===== src/rtl/neureka_quant_packer_if.sv =====
// rtl/neureka_quant_packer_if.sv - stream bundle for neureka_quant_packer
// Input beat stream (streamer side) and packed output word stream (memory side).
interface neureka_quant_packer_if #(
  parameter int NADD      = 8,
  parameter int QNT       = 32,
  parameter int OUT_BYTES = 32
);
  logic                   in_valid_i;
  logic                   in_ready_o;
  logic [NADD*QNT-1:0]    in_data_i;
  logic                   in_last_i;
  logic                   out_valid_o;
  logic                   out_ready_i;
  logic [OUT_BYTES*8-1:0] out_data_o;
  logic [OUT_BYTES-1:0]   out_strb_o;
  logic                   out_last_o;

  modport master (
    output in_valid_i, in_data_i, in_last_i, out_ready_i,
    input  in_ready_o, out_valid_o, out_data_o, out_strb_o, out_last_o
  );

  modport slave (
    input  in_valid_i, in_data_i, in_last_i, out_ready_i,
    output in_ready_o, out_valid_o, out_data_o, out_strb_o, out_last_o
  );
endinterface


===== src/rtl/neureka_quant_packer.sv =====
// rtl/neureka_quant_packer.sv - clamp NADD lanes to 8 bits and pack BEATS beats per output word
// Optional lane-saturation counter enabled by defining NEUREKA_PACK_STATS_EN.
module neureka_quant_packer #(
  parameter int NADD      = 8,
  parameter int QNT       = 32,
  parameter int OUT_BYTES = 32
) (
  input  logic                 clk_i,
  input  logic                 rst_i,
  input  logic                 clear_i,
  input  logic                 relu_en_i,
  neureka_quant_packer_if.slave bus,
  output logic [15:0]          sat_count_o
);

  localparam int BEATS = OUT_BYTES / NADD;
  localparam int BW    = (BEATS > 1) ? $clog2(BEATS) : 1;
  localparam int DW    = OUT_BYTES * 8;

  localparam logic [0:0] ST_FILL = 1'b0;
  localparam logic [0:0] ST_HOLD = 1'b1;

  function automatic logic [7:0] clamp_byte(input logic signed [QNT-1:0] x, input logic relu);
    logic [7:0] r;
    if (relu) begin
      if (x < 0)         r = 8'h00;
      else if (x > 255)  r = 8'hFF;
      else               r = x[7:0];
    end else begin
      if (x < -128)      r = 8'h80;
      else if (x > 127)  r = 8'h7F;
      else               r = x[7:0];
    end
    return r;
  endfunction

  logic [0:0]           state_q, state_d;
  logic [BW-1:0]        beat_cnt_q, beat_cnt_d;
  logic [DW-1:0]        asm_data_q, asm_data_d;
  logic [OUT_BYTES-1:0] asm_strb_q, asm_strb_d;
  logic                 hold_last_q, hold_last_d;
  logic                 out_valid_q, out_valid_d;
  logic [DW-1:0]        out_data_q, out_data_d;
  logic [OUT_BYTES-1:0] out_strb_q, out_strb_d;
  logic                 out_last_q, out_last_d;

  logic [7:0]           lane_byte [NADD];
  logic [DW-1:0]        merged_data;
  logic [OUT_BYTES-1:0] merged_strb;
  logic                 in_ready;
  logic                 accept;
  logic                 slot_free;
  logic                 word_done;

  assign in_ready  = (state_q == ST_FILL);
  assign accept    = bus.in_valid_i && in_ready;
  assign slot_free = !out_valid_q || bus.out_ready_i;
  assign word_done = (beat_cnt_q == BW'(BEATS - 1)) || bus.in_last_i;

  always_comb begin
    for (int ii = 0; ii < NADD; ii++) begin
      lane_byte[ii] = clamp_byte(bus.in_data_i[ii*QNT +: QNT], relu_en_i);
    end
  end

  // Assembly buffer with the current beat dropped into its slot.
  always_comb begin
    merged_data = asm_data_q;
    merged_strb = asm_strb_q;
    for (int b = 0; b < BEATS; b++) begin
      if (beat_cnt_q == BW'(b)) begin
        for (int ii = 0; ii < NADD; ii++) begin
          merged_data[(b*NADD+ii)*8 +: 8] = lane_byte[ii];
          merged_strb[b*NADD+ii]          = 1'b1;
        end
      end
    end
  end

  always_comb begin
    state_d     = state_q;
    beat_cnt_d  = beat_cnt_q;
    asm_data_d  = asm_data_q;
    asm_strb_d  = asm_strb_q;
    hold_last_d = hold_last_q;
    out_valid_d = out_valid_q;
    out_data_d  = out_data_q;
    out_strb_d  = out_strb_q;
    out_last_d  = out_last_q;

    if (out_valid_q && bus.out_ready_i) out_valid_d = 1'b0;

    case (state_q)
      ST_FILL: begin
        if (accept) begin
          if (word_done) begin
            beat_cnt_d = '0;
            if (slot_free) begin
              out_valid_d = 1'b1;
              out_data_d  = merged_data;
              out_strb_d  = merged_strb;
              out_last_d  = bus.in_last_i;
              asm_data_d  = '0;
              asm_strb_d  = '0;
            end else begin
              asm_data_d  = merged_data;
              asm_strb_d  = merged_strb;
              hold_last_d = bus.in_last_i;
              state_d     = ST_HOLD;
            end
          end else begin
            asm_data_d = merged_data;
            asm_strb_d = merged_strb;
            beat_cnt_d = beat_cnt_q + 1'b1;
          end
        end
      end
      ST_HOLD: begin
        // out_valid is necessarily high here, so out_ready alone frees the slot.
        if (bus.out_ready_i) begin
          out_valid_d = 1'b1;
          out_data_d  = asm_data_q;
          out_strb_d  = asm_strb_q;
          out_last_d  = hold_last_q;
          asm_data_d  = '0;
          asm_strb_d  = '0;
          beat_cnt_d  = '0;
          state_d     = ST_FILL;
        end
      end
      default: state_d = ST_FILL;
    endcase

    if (clear_i) begin
      state_d     = ST_FILL;
      beat_cnt_d  = '0;
      asm_data_d  = '0;
      asm_strb_d  = '0;
      hold_last_d = 1'b0;
      out_valid_d = 1'b0;
      out_data_d  = '0;
      out_strb_d  = '0;
      out_last_d  = 1'b0;
    end
  end

  always_ff @(posedge clk_i or posedge rst_i) begin
    if (rst_i) begin
      state_q     <= ST_FILL;
      beat_cnt_q  <= '0;
      asm_data_q  <= '0;
      asm_strb_q  <= '0;
      hold_last_q <= 1'b0;
      out_valid_q <= 1'b0;
      out_data_q  <= '0;
      out_strb_q  <= '0;
      out_last_q  <= 1'b0;
    end else begin
      state_q     <= state_d;
      beat_cnt_q  <= beat_cnt_d;
      asm_data_q  <= asm_data_d;
      asm_strb_q  <= asm_strb_d;
      hold_last_q <= hold_last_d;
      out_valid_q <= out_valid_d;
      out_data_q  <= out_data_d;
      out_strb_q  <= out_strb_d;
      out_last_q  <= out_last_d;
    end
  end

  assign bus.in_ready_o  = in_ready;
  assign bus.out_valid_o = out_valid_q;
  assign bus.out_data_o  = out_data_q;
  assign bus.out_strb_o  = out_strb_q;
  assign bus.out_last_o  = out_last_q;

`ifdef NEUREKA_PACK_STATS_EN
  localparam int SW = $clog2(NADD + 1);

  function automatic logic lane_clamped(input logic signed [QNT-1:0] x, input logic relu);
    return relu ? (x < 0 || x > 255) : (x < -128 || x > 127);
  endfunction

  logic [15:0] sat_cnt_q, sat_cnt_d;
  logic [SW-1:0] sat_n;
  logic [16:0]   sat_sum;

  always_comb begin
    sat_n = '0;
    for (int ii = 0; ii < NADD; ii++) begin
      sat_n = sat_n + SW'(lane_clamped(bus.in_data_i[ii*QNT +: QNT], relu_en_i));
    end
    sat_sum   = {1'b0, sat_cnt_q} + 17'(sat_n);
    sat_cnt_d = sat_cnt_q;
    if (accept) sat_cnt_d = sat_sum[16] ? 16'hFFFF : sat_sum[15:0];
    if (clear_i) sat_cnt_d = '0;
  end

  always_ff @(posedge clk_i or posedge rst_i) begin
    if (rst_i) sat_cnt_q <= '0;
    else       sat_cnt_q <= sat_cnt_d;
  end

  assign sat_count_o = sat_cnt_q;
`else
  assign sat_count_o = 16'h0;
`endif

endmodule

===== src/flat_wrapper.sv =====
// flat-port wrapper written by rule: the top's interface ports become plain ports
module neureka_quant_packer_flat 
#(
  parameter int NADD      = 8,
  parameter int QNT       = 32,
  parameter int OUT_BYTES = 32
)
  (clk_i, rst_i, clear_i, relu_en_i, sat_count_o, bus_in_valid_i, bus_in_data_i, bus_in_last_i, bus_out_ready_i, bus_in_ready_o, bus_out_valid_o, bus_out_data_o, bus_out_strb_o, bus_out_last_o);
  neureka_quant_packer_if #(.NADD(NADD), .QNT(QNT), .OUT_BYTES(OUT_BYTES)) bus_i ();
  input  logic clk_i;
  input  logic rst_i;
  input  logic clear_i;
  input  logic relu_en_i;
  output logic [15:0] sat_count_o;
  input wire logic [$bits(bus_i.in_valid_i)-1:0] bus_in_valid_i;
  input wire logic [$bits(bus_i.in_data_i)-1:0] bus_in_data_i;
  input wire logic [$bits(bus_i.in_last_i)-1:0] bus_in_last_i;
  input wire logic [$bits(bus_i.out_ready_i)-1:0] bus_out_ready_i;
  output wire logic [$bits(bus_i.in_ready_o)-1:0] bus_in_ready_o;
  output wire logic [$bits(bus_i.out_valid_o)-1:0] bus_out_valid_o;
  output wire logic [$bits(bus_i.out_data_o)-1:0] bus_out_data_o;
  output wire logic [$bits(bus_i.out_strb_o)-1:0] bus_out_strb_o;
  output wire logic [$bits(bus_i.out_last_o)-1:0] bus_out_last_o;
  assign bus_i.in_valid_i = bus_in_valid_i;
  assign bus_i.in_data_i = bus_in_data_i;
  assign bus_i.in_last_i = bus_in_last_i;
  assign bus_i.out_ready_i = bus_out_ready_i;
  assign bus_in_ready_o = bus_i.in_ready_o;
  assign bus_out_valid_o = bus_i.out_valid_o;
  assign bus_out_data_o = bus_i.out_data_o;
  assign bus_out_strb_o = bus_i.out_strb_o;
  assign bus_out_last_o = bus_i.out_last_o;
  neureka_quant_packer #(.NADD(NADD), .QNT(QNT), .OUT_BYTES(OUT_BYTES)) u_core (.clk_i(clk_i), .rst_i(rst_i), .clear_i(clear_i), .relu_en_i(relu_en_i), .bus(bus_i), .sat_count_o(sat_count_o));
endmodule

===== config.mk =====
export PLATFORM = sky130hd
export DESIGN_NAME = neureka_quant_packer_flat
export DESIGN_NICKNAME = d
export VERILOG_FILES = /design/src/rtl/neureka_quant_packer_if.sv /design/src/rtl/neureka_quant_packer.sv /design/src/flat_wrapper.sv
export SDC_FILE = /design/constraint.sdc
export NUM_CORES = 2
export LEC_CHECK = 0
export BUFFER_PORTS_ARGS = -buffer_cell sky130_fd_sc_hd__buf_2
export CORE_ASPECT_RATIO = 0.5
export CORE_UTILIZATION = 31
export CTS_CLUSTER_DIAMETER = 150
export DETAILED_ROUTE_END_ITERATION = 10
export GPL_ROUTABILITY_DRIVEN = 0
export PLACE_DENSITY_LB_ADDON = 0.12
export SLEW_MARGIN = 0
export SYNTH_ARGS = -nofsm -noshare
export SYNTH_HDL_FRONTEND = slang
export SYNTH_SLANG_ARGS = --single-unit

===== constraint.sdc =====
create_clock -name clk_i -period 19.3 [get_ports clk_i]
set_clock_uncertainty 0.1 [all_clocks]
set_input_delay 0.965 -clock clk_i [delete_from_list [all_inputs] [get_ports clk_i]]
set_output_delay 0.965 -clock clk_i [all_outputs]
set_load 0.01 [all_outputs]

==> impl_metrics.yaml <==
outcome:
  status: "finished, final reports clean"
routing:
  drt_first_iter_violations: 1380
  ant_nets: 0
  num_vias: 22000
  wl_mm: 96.2
  wl_per_cell_um: 24.1
  viasPerCell: 5.51
  drtPass1Iterations: 5
  drc: 0
pwr:
  power_leakage_nw: 15.4
  peakVddDrop_uv: 53.1
  powerDensity_mw_per_mm2: 86.7
critical_path:
  r2r_end: "u_core.bus.out_data_o[97]$_DFFE_PP0P_"
  r2r_cells: 8
  worstSetupPathType: "reg -> reg"
  cp-end-kind: "flip-flop"
  critPathSlowestCell: "nor2_4"
  startpoint_type: "flip-flop"
  reg2reg_from: "u_core.beat_cnt_q[0]$_DFFE_PP0P_"
  critPathRequiredTime_ns: 19.75
  regToRegSetupSlack_ns: 14.08
  cp_num_buf_inv: 2
  crit_arrival_ns: 5.67
  cp_cell_sequence: "ha_1 > nor2_1 > o21ai_2 > nand2_4 > nor2_4 > buf_4 > buf_4 > a22o_1"
  critical-path-max-stage-delay_ns: 0.93
  path_max_fanout: 74
  critPathTopFamily: "simple AND/OR/NAND/NOR gates"
  cpMostUsedCell: "buf_4"
clocking:
  cts_setup_buffers: 0
  clkTransAtPathRegs_ns: 0.07
  cts_tree: "built"
  cts_buffer_depth: 3
  cts_made_buffers: 55
  htree_levels: 2
  post_cts_resized: 0
  cts_root_buf: "clkbuf_16"
  clk_latency_ns: 0.62
  cts_sinks: 582
  hold_buffers: 0
layout:
  finalInstanceArea_sq_mm: 0.0324
  drive_gt1_share_pct: 29.4
  final_common_cell: "dfrtp_1"
  syn2layout_area_growth_pct: 20.4
  finalNetCount: 3061
  final_cell_mix: "dfrtp_1 (582), buf_2 (553), a22o_1 (388)"
  fillers: 8425
grt:
  grt_pass1_wl_mm: 143
  antenna_found_initial: 2
  grt_pass1_vias: 22200
  grt_start_max_net_pins: 162
  track_usage_pct: 21.2
  grt_overflow: 0
logic_synthesis:
  syn-cell-area_sq_mm: 0.0269
  ys_async_sr_fraction_pct: 100
  synthCells: 2345
  synth_area_leaders: "dfrtp_1 (54%), a22o_1 (13%), o31ai_1 (5.6%)"
  synthDominantCellAreaShare_pct: 54.2
  avgSynthCellArea_sq_um: 11.5
  synth_cell_types: 47
  synthFlopType: "dfrtp_1"
  ys_ff_latch: 582
  yosysWarnings: 0
  yosysTopAreaCell: "dfrtp_1"
  synth_edf_count: 0
  yosysSeqAreaShare_pct: 54.2
timing:
  fin_crit_sh_pct: 27.1
  finalHoldWorstSlack_ns: 0.344
  finalHoldViolations: 0
  drv_slew: 0
  worst_pin_slew_ns: 1.15
  worst_slew_margin_rel_pct: 22.6
  rsz0062_at_grt: "no"
  fmax_mhz: 191
  setup_viol: 0
  fin_tns_setup_ns: 0
  period_needed_ns: 5.22
floorplan:
  row_count: 75
  die_h_um: 210
  ios: 570
  design.core.area_sq_mm: 0.0848
  dieWidth_um: 419
  dieArea_sq_mm: 0.0880
  start_util_pct: 31.7
min_path:
  hold_path.class: "in -> async"
job:
  drv_cap: 0
place:
  place_area_sq_mm: 0.0306
  dp_hpwl_mm: 62.1
  port-buffer-count: 553
-- area by class of cell --
type                            instances  area (sq um)  area share, %
Antenna cell                            1          2.50        0.00773
Clock buffer                           74          1580           4.87
Clock inverter                         23           211          0.653
Inverter                               14          60.1          0.185
Multi-Input combinational cell       1557         11500           35.6
Sequential cell                       582         14600           45.0
Tap cell                             1155          1450           4.46
Timing Repair Buffer                  584          3010           9.30
-- per-layer routing --
layer / routed length (um) / GRT usage (%)
met5: 13 / 0
met3: 3460 / 2.72
met1: 43900 / 29.3
met2: 46500 / 35.0
met4: 2360 / 5.67
-- cells in the mapped netlist, types with 2 or more instances --
cell,number
and3_1,56
a21oi_1,42
nor3_1,9
a221o_1,55
nor4_2,29
o21ai_1,14
o311a_1,7
nor2b_1,5
buf_1,17
o21ai_0,28
nand2b_1,9
nor4_4,11
and2_1,5
dfrtp_1,582
o211ai_1,25
nor4b_4,27
nand4b_1,25
nand2_1,277
mux2i_1,2
nand4_4,8
nand3_1,9
ha_1,4
or3_1,3
nor2_1,105
nor4_1,16
o31ai_1,201
o22ai_1,10
buf_4,16
buf_2,61
inv_1,13
nor2_2,29
a21oi_2,7
a22o_1,388
nor4b_2,28
a31oi_1,57
nand4_1,42
clkbuf_1,113
-- registers in the layout, summed over array words and instances, names as in the netlist --
name / flops
u_core.asm_data_q: 256
u_core.bus.out_data_o: 256
u_core.asm_strb_q: 32
u_core.bus.out_strb_o: 32
u_core.beat_cnt_q: 2
u_core.bus.out_last_o: 1
u_core.bus.out_valid_o: 1
u_core.hold_last_q: 1
u_core.state_q: 1
-- metrics by stage --
stage	utilization (%)	worst slack, ns	cells	power [mW]
global placement	36.1	13.57	3892	1.72
finish	38.2	14.08	3990	2.81
floorplan	-	1.95	2360	1.54
CTS	38.2	14.03	3989	2.85
global route	38.2	13.72	3989	2.93
detailed placement	36.1	13.54	3892	1.72
-- worst max-delay path by stage --
| stage | from | slack [ns] | to | cells past startpoint |
|---|---|---|---|---|
| global route | u_core.beat_cnt_q[0]$_DFFE_PP0P_ | 13.72 | u_core.bus.out_data_o[152]$_DFFE_PP0P_ | 8 |
| floorplan | rst_i | 1.95 | u_core.asm_data_q[0]$_DFFE_PP0P_ | 1 |
| global placement | clear_i | 13.57 | u_core.bus.out_data_o[88]$_DFFE_PP0P_ | 9 |
| CTS | u_core.beat_cnt_q[1]$_DFFE_PP0P_ | 14.03 | u_core.bus.out_data_o[97]$_DFFE_PP0P_ | 8 |
| detailed placement | clear_i | 13.54 | u_core.bus.out_data_o[154]$_DFFE_PP0P_ | 9 |
| finish | u_core.beat_cnt_q[0]$_DFFE_PP0P_ | 14.08 | u_core.bus.out_data_o[97]$_DFFE_PP0P_ | 8 |
-- cell families after synthesis --
logic type	count (synthesis)	share of synthesized area (%)
flops	582	54.2
mux	2	0.0744
compound gates	837	24.7
buf+inv	221	3.59
fa+ha+maj	4	0.186
simple gates	698	17.3
other cells	1	0.0139
-- worst register-to-register path, cell delays in order, from the launching register on --
cell and delay [ns]:
dfrtp_1 0.37, ha_1 0.56, nor2_1 0.23, o21ai_2 0.56, nand2_4 0.48, nor2_4 0.94, buf_4 0.87, buf_4 0.72
a22o_1 0.32
-- report_power, final --
part           leakage (nW)  internal [mW]  total (mW)  switching (mW)
logic                  6.56          0.117       0.380           0.264
clock network         0.885          0.612        1.11           0.500
registers              7.98           1.28        1.31          0.0386
Power figures use the tool's default switching activity.
